<file path="config.mk">
export PLATFORM = sky130hd
export DESIGN_NAME = cvxif_issue_arbiter
export DESIGN_NICKNAME = d
export VERILOG_FILES = /design/src/rtl/cvxif_issue_arbiter.sv
export SDC_FILE = /design/constraint.sdc
export NUM_CORES = 1
export LEC_CHECK = 0
export CAP_MARGIN = 20
export CORE_AREA = 2 2 247 249
export DETAILED_ROUTE_END_ITERATION = 8
export DIE_AREA = 0 0 249 251
export RECOVER_POWER = 25
export REMOVE_ABC_BUFFERS = 1
export SLEW_MARGIN = 15
export SYNTH_ARGS = -nofsm -noshare
export SYNTH_HDL_FRONTEND = slang
export SYNTH_SLANG_ARGS = --single-unit
export TNS_END_PERCENT = 5
</file>
<file path="constraint.sdc">
create_clock -name clk_i -period 3.28 [get_ports clk_i]
set_clock_uncertainty 0.2 [all_clocks]
set_input_delay 0.656 -clock clk_i [delete_from_list [all_inputs] [get_ports clk_i]]
set_output_delay 0.656 -clock clk_i [all_outputs]
set_load 0.02 [all_outputs]
</file>
<file path="src/rtl/cvxif_issue_arbiter.sv">
// ---------------------------------------------------------------------------
// cvxif_issue_arbiter
//
// Shares one CV-X-IF coprocessor port between NrReq issue requesters.
// The issue channel is arbitrated round-robin, and each accepted instruction
// receives a transaction ID from a small free pool. The owner of each ID is
// recorded so that coprocessor results can be steered back to the requester
// that issued them. A flush marks every outstanding ID as killed, so its
// result is silently drained when it arrives.
//
// Ports:
//   clk_i, rst_i        clock, synchronous active-high reset
//   flush_i             kill all outstanding transactions, block issue
//   req_valid_i         per-requester issue valid
//   req_instr_i         32-bit instruction per requester (packed)
//   req_rs_i            {rs2,rs1} operands per requester (packed)
//   req_ready_o         issue handshake done for that requester
//   req_accept_o        coprocessor accept flag for that handshake
//   x_issue_*           issue channel towards the coprocessor
//   x_result_*          result channel from the coprocessor
//   res_valid_o         result valid, one-hot on the owning requester
//   res_data_o          shared result data bus (zero when idle)
//   res_ready_i         per-requester result ready
//   err_o               result arrived for an unallocated ID
// ---------------------------------------------------------------------------
module cvxif_issue_arbiter #(
   parameter int unsigned XLEN  = 64,
   parameter int unsigned NrReq = 2,
   parameter int unsigned NrIds = 4,
   parameter int unsigned IdW   = ($clog2(NrIds) > 1) ? $clog2(NrIds) : 1
) (
   input  logic                      clk_i,
   input  logic                      rst_i,
   input  logic                      flush_i,
   input  logic [NrReq-1:0]          req_valid_i,
   input  logic [NrReq*32-1:0]       req_instr_i,
   input  logic [NrReq*2*XLEN-1:0]   req_rs_i,
   output logic [NrReq-1:0]          req_ready_o,
   output logic                      req_accept_o,
   output logic                      x_issue_valid_o,
   input  logic                      x_issue_ready_i,
   input  logic                      x_issue_accept_i,
   output logic [31:0]               x_issue_instr_o,
   output logic [2*XLEN-1:0]         x_issue_rs_o,
   output logic [IdW-1:0]            x_issue_id_o,
   input  logic                      x_result_valid_i,
   input  logic [IdW-1:0]            x_result_id_i,
   input  logic [XLEN-1:0]           x_result_data_i,
   output logic                      x_result_ready_o,
   output logic [NrReq-1:0]          res_valid_o,
   output logic [XLEN-1:0]           res_data_o,
   input  logic [NrReq-1:0]          res_ready_i,
   output logic                      err_o
);

   localparam int unsigned OwnW = ($clog2(NrReq) > 1) ? $clog2(NrReq) : 1;

   logic [NrIds-1:0] busy_q;
   logic [NrIds-1:0] killed_q;
   logic [OwnW-1:0]  owner_q [NrIds];
   logic [OwnW-1:0]  rr_ptr_q;
   logic             lock_q;
   logic [OwnW-1:0]  lock_idx_q;
   logic [IdW-1:0]   lock_id_q;

   logic             free_found;
   logic [IdW-1:0]   free_id;
   logic             grant_found;
   logic [OwnW-1:0]  grant_idx;
   logic [OwnW-1:0]  cand;
   logic [IdW-1:0]   issue_id;
   logic             issue_hs;

   logic             res_busy;
   logic             res_killed;
   logic [OwnW-1:0]  res_owner;
   logic             res_hs;

   // Lowest free ID, looked up from registered state only, so an ID freed
   // this cycle can not be handed out before the next cycle.
   always_comb begin
      free_found = 1'b0;
      free_id    = '0;
      for (int i = int'(NrIds) - 1; i >= 0; i--) begin
         if (!busy_q[i]) begin
            free_found = 1'b1;
            free_id    = IdW'(i);
         end
      end
   end

   // Round-robin grant starting at rr_ptr. Scanning from the far end and
   // overwriting leaves the nearest valid requester as the winner. While a
   // stalled issue is locked, the locked requester keeps the grant.
   always_comb begin
      grant_found = 1'b0;
      grant_idx   = '0;
      cand        = '0;
      if (lock_q) begin
         grant_found = 1'b1;
         grant_idx   = lock_idx_q;
      end else begin
         for (int i = int'(NrReq) - 1; i >= 0; i--) begin
            cand = OwnW'((int'(rr_ptr_q) + i) % int'(NrReq));
            if (req_valid_i[cand]) begin
               grant_found = 1'b1;
               grant_idx   = cand;
            end
         end
      end
   end

   // Issue channel. A locked issue reuses the ID captured when it stalled,
   // because a result freeing a lower ID must not change the offered ID.
   always_comb begin
      issue_id        = lock_q ? lock_id_q : free_id;
      x_issue_valid_o = (lock_q | (grant_found & free_found)) & ~flush_i;
      x_issue_instr_o = req_instr_i[int'(grant_idx)*32 +: 32];
      x_issue_rs_o    = req_rs_i[int'(grant_idx)*2*int'(XLEN) +: 2*XLEN];
      x_issue_id_o    = issue_id;
      issue_hs        = x_issue_valid_o & x_issue_ready_i;
      req_ready_o     = '0;
      if (issue_hs) begin
         req_ready_o[grant_idx] = 1'b1;
      end
      req_accept_o    = issue_hs & x_issue_accept_i;
   end

   // Result steering. Live results wait for their owner; killed results and
   // results for unallocated IDs are drained immediately.
   always_comb begin
      res_busy         = busy_q[x_result_id_i];
      res_killed       = killed_q[x_result_id_i];
      res_owner        = owner_q[x_result_id_i];
      res_valid_o      = '0;
      res_data_o       = '0;
      x_result_ready_o = 1'b0;
      err_o            = 1'b0;
      if (x_result_valid_i) begin
         if (res_busy && !res_killed) begin
            res_valid_o[res_owner] = 1'b1;
            res_data_o             = x_result_data_i;
            x_result_ready_o       = res_ready_i[res_owner];
         end else if (res_busy) begin
            x_result_ready_o = 1'b1;
         end else begin
            x_result_ready_o = 1'b1;
            err_o            = 1'b1;
         end
      end
      res_hs = x_result_valid_i & x_result_ready_o & res_busy;
   end

   // State update. The flush kill is applied first so that a result retired
   // in the same cycle still frees its ID cleanly. Issue is blocked during a
   // flush and never targets a busy ID, so the writes below never collide.
   always_ff @(posedge clk_i) begin
      if (rst_i) begin
         busy_q     <= '0;
         killed_q   <= '0;
         rr_ptr_q   <= '0;
         lock_q     <= 1'b0;
         lock_idx_q <= '0;
         lock_id_q  <= '0;
         for (int i = 0; i < int'(NrIds); i++) begin
            owner_q[i] <= '0;
         end
      end else begin
         if (flush_i) begin
            killed_q <= killed_q | busy_q;
         end
         if (res_hs) begin
            busy_q[x_result_id_i]   <= 1'b0;
            killed_q[x_result_id_i] <= 1'b0;
         end
         if (issue_hs && x_issue_accept_i) begin
            busy_q[issue_id]   <= 1'b1;
            killed_q[issue_id] <= 1'b0;
            owner_q[issue_id]  <= grant_idx;
         end
         if (issue_hs) begin
            rr_ptr_q <= (grant_idx == OwnW'(NrReq - 1)) ? '0 : grant_idx + 1'b1;
         end
         if (flush_i || issue_hs) begin
            lock_q <= 1'b0;
         end else if (x_issue_valid_o && !x_issue_ready_i) begin
            lock_q     <= 1'b1;
            lock_idx_q <= grant_idx;
            lock_id_q  <= issue_id;
         end
      end
   end

endmodule

</file>
; ---- Word level (Yosys, flattened, before mapping)
; Memory sizes are Yosys's and may differ from the RTL's.
; Index checks and enable logic that the tools add are counted.
[classes]
n_shift = 2
add_sub_neg = 2
n_lt_le_gt_ge = 10
n_reduce_logical = 13
bitwise = 16
n_mux = 60
[ops]
columns = operator, n
row1 = 256-bit by 9-bit variable part select with 128-bit output, 1
row2 = 64-bit two-way mux, 2
row3 = 64-bit by 7-bit variable part select with 32-bit output, 1
row4 = 1-bit two-way mux, 35
row5 = 4-bit two-way mux, 8
row6 = 2-bit two-way mux, 9
row7 = 4-bit bitwise AND, 3
row8 = "1-bit by 2-bit < comparator with 1-bit output, second input constant", 4
row9 = 4-bit inverter, 2
row10 = 4-bit OR, 2
row11 = 1-bit logical AND, 7
row12 = 1-bit bitwise AND, 6
row13 = "2-bit by 3-bit < comparator with 1-bit output, second input constant", 2
row14 = 1-bit binary-select mux with 2-bit select, 2
row15 = 1-bit demux with 2-bit select, 2
row16 = "2-bit by 1-bit greater-or-equal comparator with 1-bit output, second input constant", 2
row17 = "1-bit adder, second input constant", 2
row18 = 1-bit demux with 1-bit select, 2
row19 = "1-bit greater-or-equal comparator, second input constant", 2
row20 = 1-bit logical NOT, 2
row21 = 1-bit inverter, 2
row22 = 2-bit AND reduction, 1
row23 = 2-bit OR reduction, 1
row24 = 1-bit logical OR, 1
row25 = 2 further kinds, 2
[totals]
ram_bits = 4
mem_count = 1
elab_cells = 110
output_inout_bits = 234
regBits = 13
[mem_list]
columns = name, depth, word_bits, rd, rd_clocked_by_memory_dff, write_ports, line_no
row1 = owner_q, 4, 1, 1, 0, 4, 60  ; logic [OwnW-1:0] owner_q [NrIds];

; ---- Longest topological paths before layout
[logic_depth]
depth_word = 16
mapped_depth = 8
ltp_nobuf = 6

; ---- Worst setup path after synthesis
; OpenSTA, ideal clock, no wires.
[synth_timing]
path_type = in2out
from = in x_result_id_i[0]
to = out x_result_ready_o
n_path_buf = 1
required_time_ns = 2.424
path_stages = 4
setup_slack_ns = 0.461
arrival_ns = 1.963
cell_sequence = mux4_2 nor2b_1 clkbuf_1 a21boi_0
[synth_between]
elab_chain_len = 6
[synth_lines]
columns = item, line_no
row1 = from (decl), 47  ; input logic [IdW-1:0] x_result_id_i,
row2 = "parallel branches: the longest is 4 deep, another holds memory read 4 x 1 bit", n/a
row3 = 1-bit two-way mux *, 140  ; if (res_busy && !res_killed) begin
row4 = 1-bit two-way mux *, 139  ; if (x_result_valid_i) begin
row5 = to (decl), 49  ; output logic x_result_ready_o,
; Mark *: on every way between the ends. The select of a mux whose other input is x is not followed.

; ---- Final worst setup path
[layout_timing]
from = in req_valid_i[1]
to = out x_issue_rs_o[4]
[layout_between]
elab_chain_len = 6
[layout_lines]
columns = item, line_no
row1 = from (decl), 35  ; input logic [NrReq-1:0] req_valid_i,
row2 = 1-bit two-way mux (not written as such) (2 in a row), 105  ; if (req_valid_i[cand]) begin
row3 = 1-bit two-way mux, 105
row4 = 1-bit two-way mux *, 105
row5 = 1-bit two-way mux *, 99  ; if (lock_q) begin
row6 = 256-bit by 9-bit variable part select with 128-bit output *, 119  ; x_issue_rs_o = req_rs_i[int'(grant_idx)*2*int'(XLEN) +: 2*XLEN];
row7 = to (decl), 44  ; output logic [2*XLEN-1:0] x_issue_rs_o,
; Mark *: on every way between the ends. The rest lies on a longest branch, timed or not. The select of a mux whose other input is x is not followed.

==> impl_results.md <==
- Hold Crit Class: flip-flop to flip-flop
- Shortest period the worst path allows: 3.144 ns
- Critical Path Sink Type: output pin
- Post-CTS Hold Buffers: 0
- Reg-to-reg startpoint: lock_q$_SDFFE_PP0P_
- RePlAce Congestion: 0.9130
- Clock tree buffer depth: 2
- Register clock-pin slew on the reported worst setup and hold paths: 0.06 ns
- Fraction of registers with async set/reset: 0%
- Final slew viol count: 0
- Die outline width: 249 um
- Final core occ: 19.77%
- Power per Cell Area: 213.0 mW/mm2
- Via total after detailed routing: 6956
- CTS tree: yes
- Yosys reg bits: 17
- Reg2reg end: owner_q[0]$_SDFFCE_PN0P_
- Pre-antenna DRT Iters: 4
- Num CTS Buffers: 3
- Synthesized area per cell: 4.827 um2
- Worst Path Max Fanout: 12
- YS warnings: 0
- Instance count of the mapped netlist: 696
- Antenna violations before repair: 8
- Clock insertion delay at the later pin of the skew report: 0.25 ns
- Number of global-route vias before repair: 6845
- DP Cell Count: 2097
- Via/cell ratio: 3.272
- Final setup violation count: 0
- Buffers on Ports: 629
- Worst setup SP type: input pin
- Synthesized area: 0.003359 mm2
- Cell at the root of the clock tree: sky130_fd_sc_hd__clkbuf_16
- Placement Rows: 90
- Max Cap Viol: 0
- Core outline area: 0.05979 mm2
- Unrepaired setup endpoints after global routing: false
- Number of remaining DRC errors: 0
- Estimated wirelength of the detail-placed design: 36790 um
- Max transition margin: 63.61%
- Final wirelength: 43640 um
- Sequential element share of the synthesized area: 11.32%
- Average detailed-routed wire length per instance: 20.52 um
- GRT Total Usage: 12.78%
- Share of final-layout standard cells stronger than drive strength 1: 25.15%
- Worst setup path class: input pin to output pin
- Most used cells in the layout excluding fill and tap cells: sky130_fd_sc_hd__nand2_1, sky130_fd_sc_hd__clkdlybuf4s50_1, sky130_fd_sc_hd__buf_12
- Initial core utilization: 5.618%
- FMAX: 318.1 MHz
- Launch instance of the worst min-delay path: rr_ptr_q$_SDFFE_PP0N_
- I/O pins: 630
- Pin count of the biggest net entering global routing: 72
- Remaining Overflow, GRT: 0
- Termination of the worst setup path: x_issue_rs_o[4]
- Critical path required time: 2.42 ns
- Register-to-register setup slack: 0.41 ns
- Distinct cells, synth: 40
- Final-layout setup total negative slack: 0 ns
- Y dimension of the die: 251 um
- Endpoint arrival time on the critical path: 2.29 ns
- Beginning of the critical path: req_valid_i[1]
- Share of the cycle needed by the critical path after routing: 95.84%
- Leading cell type in the layout, fill and taps excluded: sky130_fd_sc_hd__nand2_1
- H-tree depth: 1
- Area growth syn-to-layout: 252.0%
- Number of cells in the finished layout apart from fillers: 2126
- CTS sink cnt: 17
- Worst VDD drop: 0.0001118 V
- Post-DRT Antenna Nets: 0
- Total Die Area: 0.06250 mm2
- Number of hold violations in the final report: 0
- Leak: 5.476 nW
- R2R cell count: 9
- Most used flip-flop cell after synthesis: sky130_fd_sc_hd__dfxtp_1
- Layout Nets: 1737
- Initial DRC count: 266
- Number of synthesized flops with an enable pin: 4
- Result of the run: complete, no violations
- Transition time at the pin with the least slew margin: 0.5442 ns
- First-pass GRT wire length: 55550 um
-- stage by stage --
step                      cell area [um2]  setup WS [ns]  hold WS, ns  total power [W]
after detailed placement            11480        -0.5620       0.2654         0.002234
after CTS                           11730        -0.1658       0.2749         0.002524
final                               11820         0.1364       0.2693         0.002518
after global placement              11480        -0.5853       0.2570         0.002234
after global routing                11820        0.03902       0.3075         0.002675
after floorplan                      3144         -3.930       0.2271        0.0008277
-- per-layer routing --
layer | wire length (um) | global-route usage, %
met1 | 16310 | 14.44
met2 | 21810 | 23.03
met3 | 4222 | 4.442
met4 | 1294 | 2.840
met5 | 0 | 0
-- cell usage after synthesis (3+ instances only) --
| cell | count | share of area (%) |
|---|---|---|
| sky130_fd_sc_hd__a211oi_1 | 3 | 0.67 |
| sky130_fd_sc_hd__a21oi_1 | 4 | 0.60 |
| sky130_fd_sc_hd__and3_1 | 67 | 12 |
| sky130_fd_sc_hd__clkbuf_1 | 46 | 5.1 |
| sky130_fd_sc_hd__clkbuf_2 | 3 | 0.45 |
| sky130_fd_sc_hd__dfxtp_1 | 13 | 7.7 |
| sky130_fd_sc_hd__edfxtp_1 | 4 | 3.6 |
| sky130_fd_sc_hd__inv_1 | 6 | 0.67 |
| sky130_fd_sc_hd__mux4_2 | 3 | 2.0 |
| sky130_fd_sc_hd__nand2_1 | 485 | 54 |
| sky130_fd_sc_hd__nand2b_1 | 6 | 1.1 |
| sky130_fd_sc_hd__nand3_1 | 3 | 0.45 |
| sky130_fd_sc_hd__nor2_1 | 6 | 0.67 |
| sky130_fd_sc_hd__nor2b_1 | 5 | 0.93 |
| sky130_fd_sc_hd__nor3_1 | 5 | 0.74 |
| sky130_fd_sc_hd__o21ai_0 | 4 | 0.60 |
-- timing repair --
action                                  CTS  global route
resized for setup                       584            29
buffers inserted                          2             3
pin swaps                                49             2
gates cloned                              5            11
endpoints found under the setup margin  226           193
-- where the power goes --
group / switching, W / total (W) / internal (W)
Sequential: 0.00000593 / 0.000227 / 0.000221
Combinational: 0.000982 / 0.00203 / 0.00105
Clock: 0.0000932 / 0.000257 / 0.000164
-- kinds of logic after synthesis --
group | Yosys count | share of synthesized area (%)
compound gates | 24 | 4.916
buf+inv | 60 | 7.076
flops | 17 | 11.32
mux | 5 | 2.756
simple gates | 590 | 73.93
-- sequential cells by signal, indices dropped and copies added, names as in the netlist --
name and count:
busy_q 4, killed_q 4, lock_id_q 2, lock_idx_q 1, lock_q 1, owner_q 4, rr_ptr_q 1
-- critical path, stage by stage --
cell                            delay (ns)
sky130_fd_sc_hd__dlygate4sd2_1        0.21
sky130_fd_sc_hd__o21ai_0              0.08
sky130_fd_sc_hd__buf_4                0.15
sky130_fd_sc_hd__buf_4                0.13
sky130_fd_sc_hd__o21ai_4              0.19
sky130_fd_sc_hd__buf_12               0.19
sky130_fd_sc_hd__buf_12               0.11
sky130_fd_sc_hd__buf_16               0.13
sky130_fd_sc_hd__nand2_1              0.05
sky130_fd_sc_hd__nand2_1              0.06
sky130_fd_sc_hd__clkbuf_1             0.32
-- worst min path at each step --
stage | endpoint | slack [ns] | depth (start not counted)
after floorplan | rr_ptr_q$_SDFFE_PP0N_ | 0.23 | 2
after global placement | rr_ptr_q$_SDFFE_PP0N_ | 0.26 | 2
after detailed placement | rr_ptr_q$_SDFFE_PP0N_ | 0.27 | 2
after CTS | rr_ptr_q$_SDFFE_PP0N_ | 0.27 | 2
after global routing | rr_ptr_q$_SDFFE_PP0N_ | 0.31 | 2
final | rr_ptr_q$_SDFFE_PP0N_ | 0.27 | 2
-- area by class of cell --
cell class,count,area [um2]
clock inverter,1,5.005
timing repair buffer,694,7416
clock buffer,3,75.07
multi-input combinational,619,2937
tap,782,978.4
inverter,6,22.52
sequential,17,380.4
antenna,4,10.01
fill,6776,47970
(Power assumes the default switching activity.)
